`src/rtl/voc_pkg.sv`:
```
// Shared types and helpers for the VOC decision sequencer and its stability filter.
package voc_pkg;

    typedef enum logic [1:0] {
        ST_IDLE = 2'd0,
        ST_SCAN = 2'd1,
        ST_DONE = 2'd2
    } state_e;

    localparam int CLASS_NONE = 0;
    localparam int RUN_CNT_W  = 4;

    // Smallest class width that can encode "none" plus one code per channel.
    function automatic int class_w_for(input int n_ch);
        for (int w = 1; w < 32; w++) begin
            if ((1 << w) > n_ch) return w;
        end
        return 32;
    endfunction

endpackage

```
`src/rtl/class_stability_filter.sv`:
```
// Commits a class only after STABLE_CNT consecutive identical raw results;
// pulses changed when the committed class takes a new value.
module class_stability_filter #(
    parameter int CLASS_W    = 4,
    parameter int STABLE_CNT = 3
) (
    input  logic               clk,
    input  logic               rst,
    input  logic               update,
    input  logic [CLASS_W-1:0] raw_in,
    output logic [CLASS_W-1:0] raw_class,
    output logic [CLASS_W-1:0] class_out,
    output logic               changed
);
    import voc_pkg::*;

    localparam logic [RUN_CNT_W-1:0] CNT_MAX = RUN_CNT_W'(STABLE_CNT);

    logic [CLASS_W-1:0]   raw_q, raw_d;
    logic [CLASS_W-1:0]   cls_q, cls_d;
    logic [RUN_CNT_W-1:0] cnt_q, cnt_d;
    logic                 chg_q, chg_d;

    // NOTE: every variable gets a default at the top of always_comb so no path leaves it unassigned (no latches).
    always_comb begin
        raw_d = raw_q;
        cls_d = cls_q;
        cnt_d = cnt_q;
        chg_d = 1'b0;
        if (update) begin
            raw_d = raw_in;
            if (raw_in != raw_q) begin
                cnt_d = RUN_CNT_W'(1);
            end else if (cnt_q < CNT_MAX) begin
                cnt_d = cnt_q + RUN_CNT_W'(1);
            end
            // Saturated counter plus the inequality test keeps a held class from re-pulsing.
            if (cnt_d == CNT_MAX && raw_in != cls_q) begin
                cls_d = raw_in;
                chg_d = 1'b1;
            end
        end
    end

    // NOTE: state registers use non-blocking assignments so every flop samples pre-edge values.
    always_ff @(posedge clk) begin
        if (rst) begin
            raw_q <= CLASS_W'(CLASS_NONE);
            cls_q <= CLASS_W'(CLASS_NONE);
            cnt_q <= '0;
            chg_q <= 1'b0;
        end else begin
            raw_q <= raw_d;
            cls_q <= cls_d;
            cnt_q <= cnt_d;
            chg_q <= chg_d;
        end
    end

    assign raw_class = raw_q;
    assign class_out = cls_q;
    assign changed   = chg_q;

endmodule

```
`src/rtl/voc_decision_seq.sv`:
```
// Sequential argmax-above-threshold classifier over N_CH sensor channels,
// with start/busy/valid handshake and a stability-filtered committed class.
module voc_decision_seq #(
    parameter int N_CH       = 5,
    parameter int DATA_W     = 32,
    parameter int CLASS_W    = 4,
    parameter int STABLE_CNT = 3
) (
    input  logic                     clk,
    input  logic                     rst,
    input  logic                     start,
    input  logic [DATA_W-1:0]        threshold,
    input  logic [N_CH*DATA_W-1:0]   chan_data,
    output logic                     busy,
    output logic                     valid,
    output logic [CLASS_W-1:0]       raw_class,
    output logic [CLASS_W-1:0]       class_out,
    output logic                     changed
);
    import voc_pkg::*;

    if (CLASS_W < class_w_for(N_CH) || N_CH < 2 || N_CH > 15 ||
        STABLE_CNT < 1 || STABLE_CNT > 15) begin : g_bad_params
        $error("voc_decision_seq: illegal parameter combination");
    end

    localparam logic [CLASS_W-1:0] LAST_CH = CLASS_W'(N_CH - 1);

    state_e                   state_q, state_d;
    logic [CLASS_W-1:0]       ch_q, ch_d;
    logic [CLASS_W-1:0]       best_idx_q, best_idx_d;
    logic [DATA_W-1:0]        best_val_q, best_val_d;
    logic [DATA_W-1:0]        thr_q, thr_d;
    logic [N_CH*DATA_W-1:0]   data_q, data_d;
    logic                     busy_q, valid_q;
    logic [DATA_W-1:0]        sample;
    logic                     cand;
    logic                     scan_last;

    always_comb begin
        state_d    = state_q;
        ch_d       = ch_q;
        best_idx_d = best_idx_q;
        best_val_d = best_val_q;
        thr_d      = thr_q;
        data_d     = data_q;

        sample    = data_q[int'(ch_q) * DATA_W +: DATA_W];
        // Strict greater-than lets the lowest channel win among equal maxima.
        cand      = (sample >= thr_q) &&
                    (best_idx_q == CLASS_W'(CLASS_NONE) || sample > best_val_q);
        scan_last = (state_q == ST_SCAN) && (ch_q == LAST_CH);

        case (state_q)
            ST_IDLE: begin
                if (start) begin
                    data_d     = chan_data;
                    thr_d      = threshold;
                    best_idx_d = CLASS_W'(CLASS_NONE);
                    best_val_d = '0;
                    ch_d       = '0;
                    state_d    = ST_SCAN;
                end
            end
            ST_SCAN: begin
                if (cand) begin
                    best_idx_d = ch_q + CLASS_W'(1);
                    best_val_d = sample;
                end
                if (ch_q == LAST_CH) begin
                    state_d = ST_DONE;
                end else begin
                    ch_d = ch_q + CLASS_W'(1);
                end
            end
            ST_DONE: state_d = ST_IDLE;
            default: state_d = ST_IDLE;
        endcase
    end

    always_ff @(posedge clk) begin
        if (rst) begin
            state_q    <= ST_IDLE;
            ch_q       <= '0;
            best_idx_q <= '0;
            best_val_q <= '0;
            thr_q      <= '0;
            // NOTE: the wide capture register is reset explicitly so no stale samples survive a reset.
            data_q     <= '0;
            busy_q     <= 1'b0;
            valid_q    <= 1'b0;
        end else begin
            state_q    <= state_d;
            ch_q       <= ch_d;
            best_idx_q <= best_idx_d;
            best_val_q <= best_val_d;
            thr_q      <= thr_d;
            data_q     <= data_d;
            busy_q     <= (state_d != ST_IDLE);
            valid_q    <= (state_d == ST_DONE);
        end
    end

    // Filter loads on the edge entering DONE so its outputs line up with valid.
    class_stability_filter #(
        .CLASS_W    (CLASS_W),
        .STABLE_CNT (STABLE_CNT)
    ) u_filter (
        .clk       (clk),
        .rst       (rst),
        .update    (scan_last),
        .raw_in    (best_idx_d),
        .raw_class (raw_class),
        .class_out (class_out),
        .changed   (changed)
    );

    assign busy  = busy_q;
    assign valid = valid_q;

endmodule

```
`config.mk`:
```
export PLATFORM = sky130hd
export DESIGN_NAME = voc_decision_seq
export DESIGN_NICKNAME = d
export VERILOG_FILES = /design/src/rtl/voc_pkg.sv /design/src/rtl/class_stability_filter.sv /design/src/rtl/voc_decision_seq.sv
export SDC_FILE = /design/constraint.sdc
export NUM_CORES = 1
export LEC_CHECK = 0
export ABC_AREA = 1
export CORE_ASPECT_RATIO = 1.4
export CORE_UTILIZATION = 48
export CTS_BUF_LIST = sky130_fd_sc_hd__clkbuf_4 sky130_fd_sc_hd__clkbuf_8 sky130_fd_sc_hd__clkbuf_16
export DETAILED_ROUTE_END_ITERATION = 12
export PLACE_DENSITY_LB_ADDON = 0.2
export SYNTH_ARGS = -nofsm -noshare
export SYNTH_HDL_FRONTEND = slang
export SYNTH_SLANG_ARGS = --single-unit
```
`constraint.sdc`:
```
create_clock -name clk -period 3.8 [get_ports clk]
set_clock_uncertainty 0.15 [all_clocks]
set_input_delay 0.38 -clock clk [delete_from_list [all_inputs] [get_ports clk]]
set_output_delay 0.38 -clock clk [all_outputs]
set_load 0.01 [all_outputs]
```
=== Word-level counts from Yosys, hierarchy flattened ===
Cells that the tools add are included.

* Register bits: 249
* Output and inout port bits: 11

* Add/subtract/negate cells: 2
* Magnitude comparators: 3
* Eq/ne operators: 9
* Shift operators: 1
* Mux-type cells: 16
* Bitwise operators: 1
* Reductions and logical operators: 13

{| class="wikitable"
|+ Operators with widths
! operator !! count
|-
| $shiftx 160x10->32 || 1
|-
| $mux 32 || 2
|-
| $pmux 32 s2 || 1
|-
| $ge 32x32->1 || 1
|-
| $gt 32x32->1 || 1
|-
| $mux 4 || 7
|-
| $pmux 4 s2 || 2
|-
| $add 4x1->4 const B || 2
|-
| $ne 4x4->1 || 2
|-
| $ne 2x2->1 const B || 3
|-
| $reduce_and 3->1 || 2
|-
| $eq 4x2->1 const B || 1
|-
| $eq 4x3->1 const B || 1
|-
| $logic_not 4->1 || 1
|-
| $lt 4x2->1 const B || 1
|-
| $mux 2 || 2
|-
| $pmux 2 s2 || 1
|-
| $reduce_and 2->1 || 2
|-
| $reduce_bool 2->1 || 2
|-
| $logic_and 1x1->1 || 3
|-
| $eq 2x1->1 const B || 1
|-
| $eq 2x2->1 const B || 1
|-
| $logic_not 2->1 || 1
|-
| $reduce_or 2->1 || 1
|-
| 3 further kinds || 3
|}

=== Longest topological paths before layout ===
Gate-level depths: netlist of the first run.

* Depth in word-level cells: 12
* Depth in mapped cells: 34
* Depth with buffers taken out: 33

=== By module ===
A second synthesis of the first run with hierarchy kept.

* Cell total of the unflattened synthesis: 1,769
* Area, all modules: 12,525.8 um^2

{| class="wikitable"
|+ Modules (own cells, without submodules)
! module !! times used !! cells an instance !! area an instance (um^2) !! sequential area each (um^2)
|-
| voc_decision_seq || 1 || 1,662 || 11,785.1 || 4,724.5
|-
| class_stability_filter || 1 || 107 || 740.7 || 260.2
|}

=== Worst setup path before layout of the first run ===
OpenSTA, ideal clock, no wires.

* Path type: register -> register
* Start: register ch_q[0]
* End: register u_filter.cls_q[0] (netlist: u_filter.class_out[0])
* Setup time: 109 ps
* Data arrival time: 3,277 ps
* Setup slack: 264 ps
* Stages on the path, launching flop included: 25
* Buffers on the path: 2
* Cells stage by stage: dfxtp_1 clkbuf_1 nor3_1 clkbuf_1 nand2_1 a21oi_1 ha_1 nand2_1 nor2_1 nor3_1 a21oi_1 nor2_1 nand3_2 nand2_4 nand2_4 nand2_4 nand2_2 nand2_1 nand2_1 nor2_1 nand2_2 nor2_8 nand3_1 nand2_1 inv_1

* Longest elaborated chain between the ends: 12
* Elaborated cells between the ends (all ways): 17
* Those cells by class: add/sub: 1; order compare: 2; eq/ne: 4; shift: 1; mux: 4; reduce/logical: 5

{| class="wikitable"
|+ RTL lines
! item !! line !! text
|-
| start: declaration || voc_decision_seq.sv:30 || <nowiki>logic [CLASS_W-1:0] ch_q, ch_d;</nowiki>
|-
| start signal: assignment || voc_decision_seq.sv:94 || <nowiki>ch_q <= ch_d;</nowiki>
|-
| $shiftx 160x10->32 || voc_decision_seq.sv:48 || <nowiki>sample = data_q[int'(ch_q) * DATA_W +: DATA_W];</nowiki>
|-
| $gt 32x32->1 || voc_decision_seq.sv:51 || <nowiki>(best_idx_q == CLASS_W'(CLASS_NONE) || sample > best_val_q);</nowiki>
|-
| $logic_or 1x1->1 || voc_decision_seq.sv:51 ||
|-
| $logic_and 1x1->1 || voc_decision_seq.sv:50 || <nowiki>cand = (sample >= thr_q) &&</nowiki>
|-
| $mux 4 || voc_decision_seq.sv:66 || <nowiki>if (cand) begin</nowiki>
|-
| $pmux 4 s2 || voc_decision_seq.sv:54 || <nowiki>case (state_q)</nowiki>
|-
| $ne 4x4->1 || class_stability_filter.sv:32 || <nowiki>if (raw_in != raw_q) begin</nowiki>
|-
| $mux 4 || class_stability_filter.sv:32 ||
|-
| $mux 4 || class_stability_filter.sv:30 || <nowiki>if (update) begin</nowiki>
|-
| $eq 4x2->1 || class_stability_filter.sv:38 || <nowiki>if (cnt_d == CNT_MAX && raw_in != cls_q) begin</nowiki>
|-
| $logic_and 1x1->1 || class_stability_filter.sv:38 ||
|-
| $reduce_and 2->1 (no line) || - ||
|-
| end signal: assignment || class_stability_filter.sv:49 || <nowiki>cls_q <= CLASS_W'(CLASS_NONE);</nowiki>
|-
| end signal: assignment || class_stability_filter.sv:54 || <nowiki>cls_q <= cls_d;</nowiki>
|-
| end: declaration || class_stability_filter.sv:20 || <nowiki>logic [CLASS_W-1:0] cls_q, cls_d;</nowiki>
|}

Several ways; a longest one is shown, not always the timed one. The select of a mux whose other input is x is not followed.
A chain may end at the register's enable or synchronous reset.

=== Final worst setup path of the first run ===
* Start: register ch_q[1]
* End: register u_filter.cls_q[2] (netlist: u_filter.class_out[2])

Same word-level chain as after synthesis.

==> impl_metrics.env, run 1 <==
export IMPL_hpwl_mm=22.88
export IMPL_drtAntennaViolNets=0
export IMPL_ctsHoldBuffers=0
export IMPL_r2r_cells=25
export IMPL_power_density_nw_per_um2=493.0
export IMPL_start_util=0.4933
export IMPL_fillers=2034
export IMPL_status="finished with violations"
export IMPL_io_pins=206
export IMPL_place_gp_congestion=0.8716
export IMPL_fp_coreArea_um2=24140
export IMPL_cts_tree="done"
export IMPL_max_slew_margin=0.5057
export IMPL_synth_cell_types=39
export IMPL_nets=2142
export IMPL_use_met1=0.3354
export IMPL_portBuffers=205
export IMPL_dp_cells=2137
export IMPL_holdCritPathClass="register to register"
export IMPL_ys_top_cells_by_count="nor2_1, o21ai_0, dfxtp_1, nand2_1, inv_1"
export IMPL_busiest_layer="met2"
export IMPL_fin_util=0.6681
export IMPL_finalSetupViolCount=6
export IMPL_power_w=0.007952
export IMPL_violations="setup timing"
export IMPL_antenna_cells=0
export IMPL_synth_top_cell_area_share=0.4186
export IMPL_dr_pass1_iters=6
export IMPL_final_layout_size_suffix_gt1_frac=0.1124
export IMPL_yosysMostFrequentCell="nor2_1"
export IMPL_cts_made_buffers=24
export IMPL_rsz0062_at_grt="yes"
export IMPL_grt_use_total=0.2493
export IMPL_max_freq_ghz=0.2571
export IMPL_path_class="register to register"
export IMPL_finalCritPeriodShare=1.024
export IMPL_cp_required_ns=4.06
export IMPL_drt_iter0_drc=816
export IMPL_ys_warn_count=0
export IMPL_final_cells=2205
export IMPL_setup_slack_ns=-0.09004
export IMPL_drc_errors=0
export IMPL_seq_area_um2=4992
export IMPL_synth_ff_type="dfxtp_1"
export IMPL_hold_ws_ns=0.2960
export IMPL_fin_crit_ns=3.890
export IMPL_regToRegEndpoint="u_filter.class_out[2]"
export IMPL_rr_startpoint="ch_q[1]"
export IMPL_cts_sinks=249
export IMPL_cp_slowest_stage_delay_ns=0.37
export IMPL_drt_wirelength_per_cell_um=15.62
export IMPL_finalHoldViolCount=0
export IMPL_use_met3=0.02502
export IMPL_cpMaxStageDelayCell="dfxtp_4"
export IMPL_ys_seq_area_frac=0.4186
export IMPL_crit_end="u_filter.class_out[2]"
export IMPL_crit_fanout=6
export IMPL_cp_startpoint="ch_q[1]"
export IMPL_ir_worst_vdd_mv=0.3011
export IMPL_leakagePower_nw=6.665
export IMPL_clkLatencyLatePin_ns=0.52
export IMPL_syn_inst=1695
export IMPL_clk_pin_slew_ns=0.06
export IMPL_synthesis_area_um2=11910
export IMPL_area_delta_synth_final_pct=35.45
export IMPL_wirelength_mm=34.45
export IMPL_cts_buffer_depth=3
export IMPL_rrSetupSlack_ns=-0.09
export IMPL_cp_data_arrival_time_ns=4.15
export IMPL_slew_viol_final=0
export IMPL_synth_area_top_cells="dfxtp_1, nor2_1, o21ai_0"
export IMPL_gr_usage_met2=0.4097
export IMPL_vias=11847
export IMPL_overflow=0
export IMPL_grt_first_pass_wirelength_mm=51.58
export IMPL_htree_levels=1
export IMPL_root_buffer="clkbuf_16"
export IMPL_grt_antenna_before_repair=0
export IMPL_row_count=67
export IMPL_async_flop_share=0
export IMPL_die_area_um2=25450
export IMPL_die_h_um=188.4
export IMPL_yosys_area_top_type="dfxtp_1"
export IMPL_endpoint_kind="register"
export IMPL_viasPerCell=5.373
export IMPL_die_w_um=135.1
export IMPL_ys_seq_elements=249
export IMPL_syn_nets=1957
export IMPL_multi_input_area_um2=6558
export IMPL_worst_pin_slew_ns=0.7336
export IMPL_cp_start_kind="register"
export IMPL_synth_edf_count=0
export IMPL_postSynthAreaPerCell_um2=7.026
export IMPL_drv_cap=0
export IMPL_grt_max_degree=158
export IMPL_grt_pass1_vias=10679
-- worst max-delay path, delay by kind of cell (launching register included) --
kind	cells	cell delay (ns)
simple gates	15	1.74
compound gates	5	0.69
buf+inv	4	0.52
flops	1	0.37
fa+ha+maj	1	0.29
-- stage by stage --
step / TNS [ns] / worst slack, ns / cell area [µm²]
finish: -0.3384 / -0.09004 / 16130
floorplan: 0 / 0.2643 / 11910
global placement: 0 / 0.09839 / 14360
CTS: 0 / 0.02854 / 15270
detailed placement: -0.02387 / -0.01433 / 14360
global route: -2.407 / -0.2146 / 16130
-- layout make-up --
cell class | instances | share of cell area
clock buffer | 32 | 0.04398
clock inverter | 9 | 0.01210
inverter | 114 | 0.02730
multi-input combinational | 1224 | 0.4065
sequential | 249 | 0.3095
tap | 310 | 0.02405
timing repair buffer | 267 | 0.1765
-- kinds of logic after synthesis --
kind of cell / Yosys count / share of synthesized area
adders and majority gates: 67 / 0.07039
and+or+nand+nor: 708 / 0.2416
AOI/OAI and AO/OA: 447 / 0.1969
xor gates and xnor gates: 1 / 0.0007356
buffers and inverters: 222 / 0.07092
muxes: 1 / 0.0008405
DFF: 249 / 0.4186
-- report_power, final --
group / internal (W) / total [W] / switching (W)
logic: 0.000977 / 0.00231 / 0.00133
clock network: 0.00171 / 0.00271 / 0.00100
registers: 0.00282 / 0.00293 / 0.000112
-- state kept, by name, indices dropped and copies added, names as in the netlist --
register,count
data_q,160
busy,1
state_q,2
u_filter.cnt_q,4
best_val_q,32
ch_q,4
u_filter.raw_class,4
thr_q,32
best_idx_q,4
u_filter.class_out,4
valid,1
u_filter.changed,1
-- cells in the final DEF, fill, tap and decap left out, types with 3 or more instances in the layout --
cell type | Yosys | routed
a21oi_1 | 98 | 68
a21oi_2 | 2 | 24
a21oi_4 | 0 | 8
a31oi_1 | 31 | 31
buf_12 | 0 | 13
buf_4 | 1 | 29
buf_6 | 0 | 12
bufinv_16 | 0 | 6
clkbuf_16 | 0 | 32
clkbuf_4 | 0 | 3
clkbuf_8 | 0 | 5
clkdlybuf4s50_1 | 0 | 205
clkinv_2 | 0 | 3
dfxtp_1 | 249 | 247
ha_1 | 67 | 62
ha_4 | 0 | 5
inv_1 | 110 | 108
nand2_1 | 166 | 151
nand2_2 | 10 | 19
nand2_4 | 5 | 9
nand3_1 | 16 | 14
nand3_2 | 3 | 3
nand3b_1 | 3 | 3
nand4_1 | 6 | 6
nor2_1 | 487 | 479
nor2_2 | 2 | 8
nor2_4 | 2 | 4
o21ai_0 | 274 | 260
o21ai_1 | 2 | 11
o21ai_2 | 0 | 4
o22ai_1 | 32 | 23
o22ai_2 | 0 | 9
-- per-layer routing --
| layer | share of wire | wire length, µm |
|---|---|---|
| met2 | 0.48 | 16600 |
| met1 | 0.43 | 14910 |
| met5 | 0 | 0 |
| met3 | 0.055 | 1903 |
| met4 | 0.030 | 1044 |
-- worst min path at each step --
stage | startpoint | slack, ns | to | depth (start not counted)
after floorplan | u_filter.cnt_q[2] | 0.27 | u_filter.cnt_q[2] | 2
after global placement | u_filter.cnt_q[2] | 0.28 | u_filter.cnt_q[2] | 2
after detailed placement | u_filter.cnt_q[2] | 0.29 | u_filter.cnt_q[2] | 2
after CTS | u_filter.cnt_q[3] | 0.30 | u_filter.cnt_q[3] | 2
after global routing | u_filter.cnt_q[3] | 0.33 | u_filter.cnt_q[3] | 2
final | u_filter.cnt_q[3] | 0.30 | u_filter.cnt_q[3] | 2
-- what timing repair did --
item	CTS	global route
setup buffers	0	14
gates cloned	0	13
resized for setup	1	129
setup endpoints to repair	3	41
pin swaps	0	38
(Power assumes the default switching activity.)
==> inputs of run 2 (changes only) <==
ABC_CLOCK_PERIOD_IN_PS = 3800   (was not set)
==> results of run 2 <==
The final DEF is identical to that of run 1; final timing and power are the same.
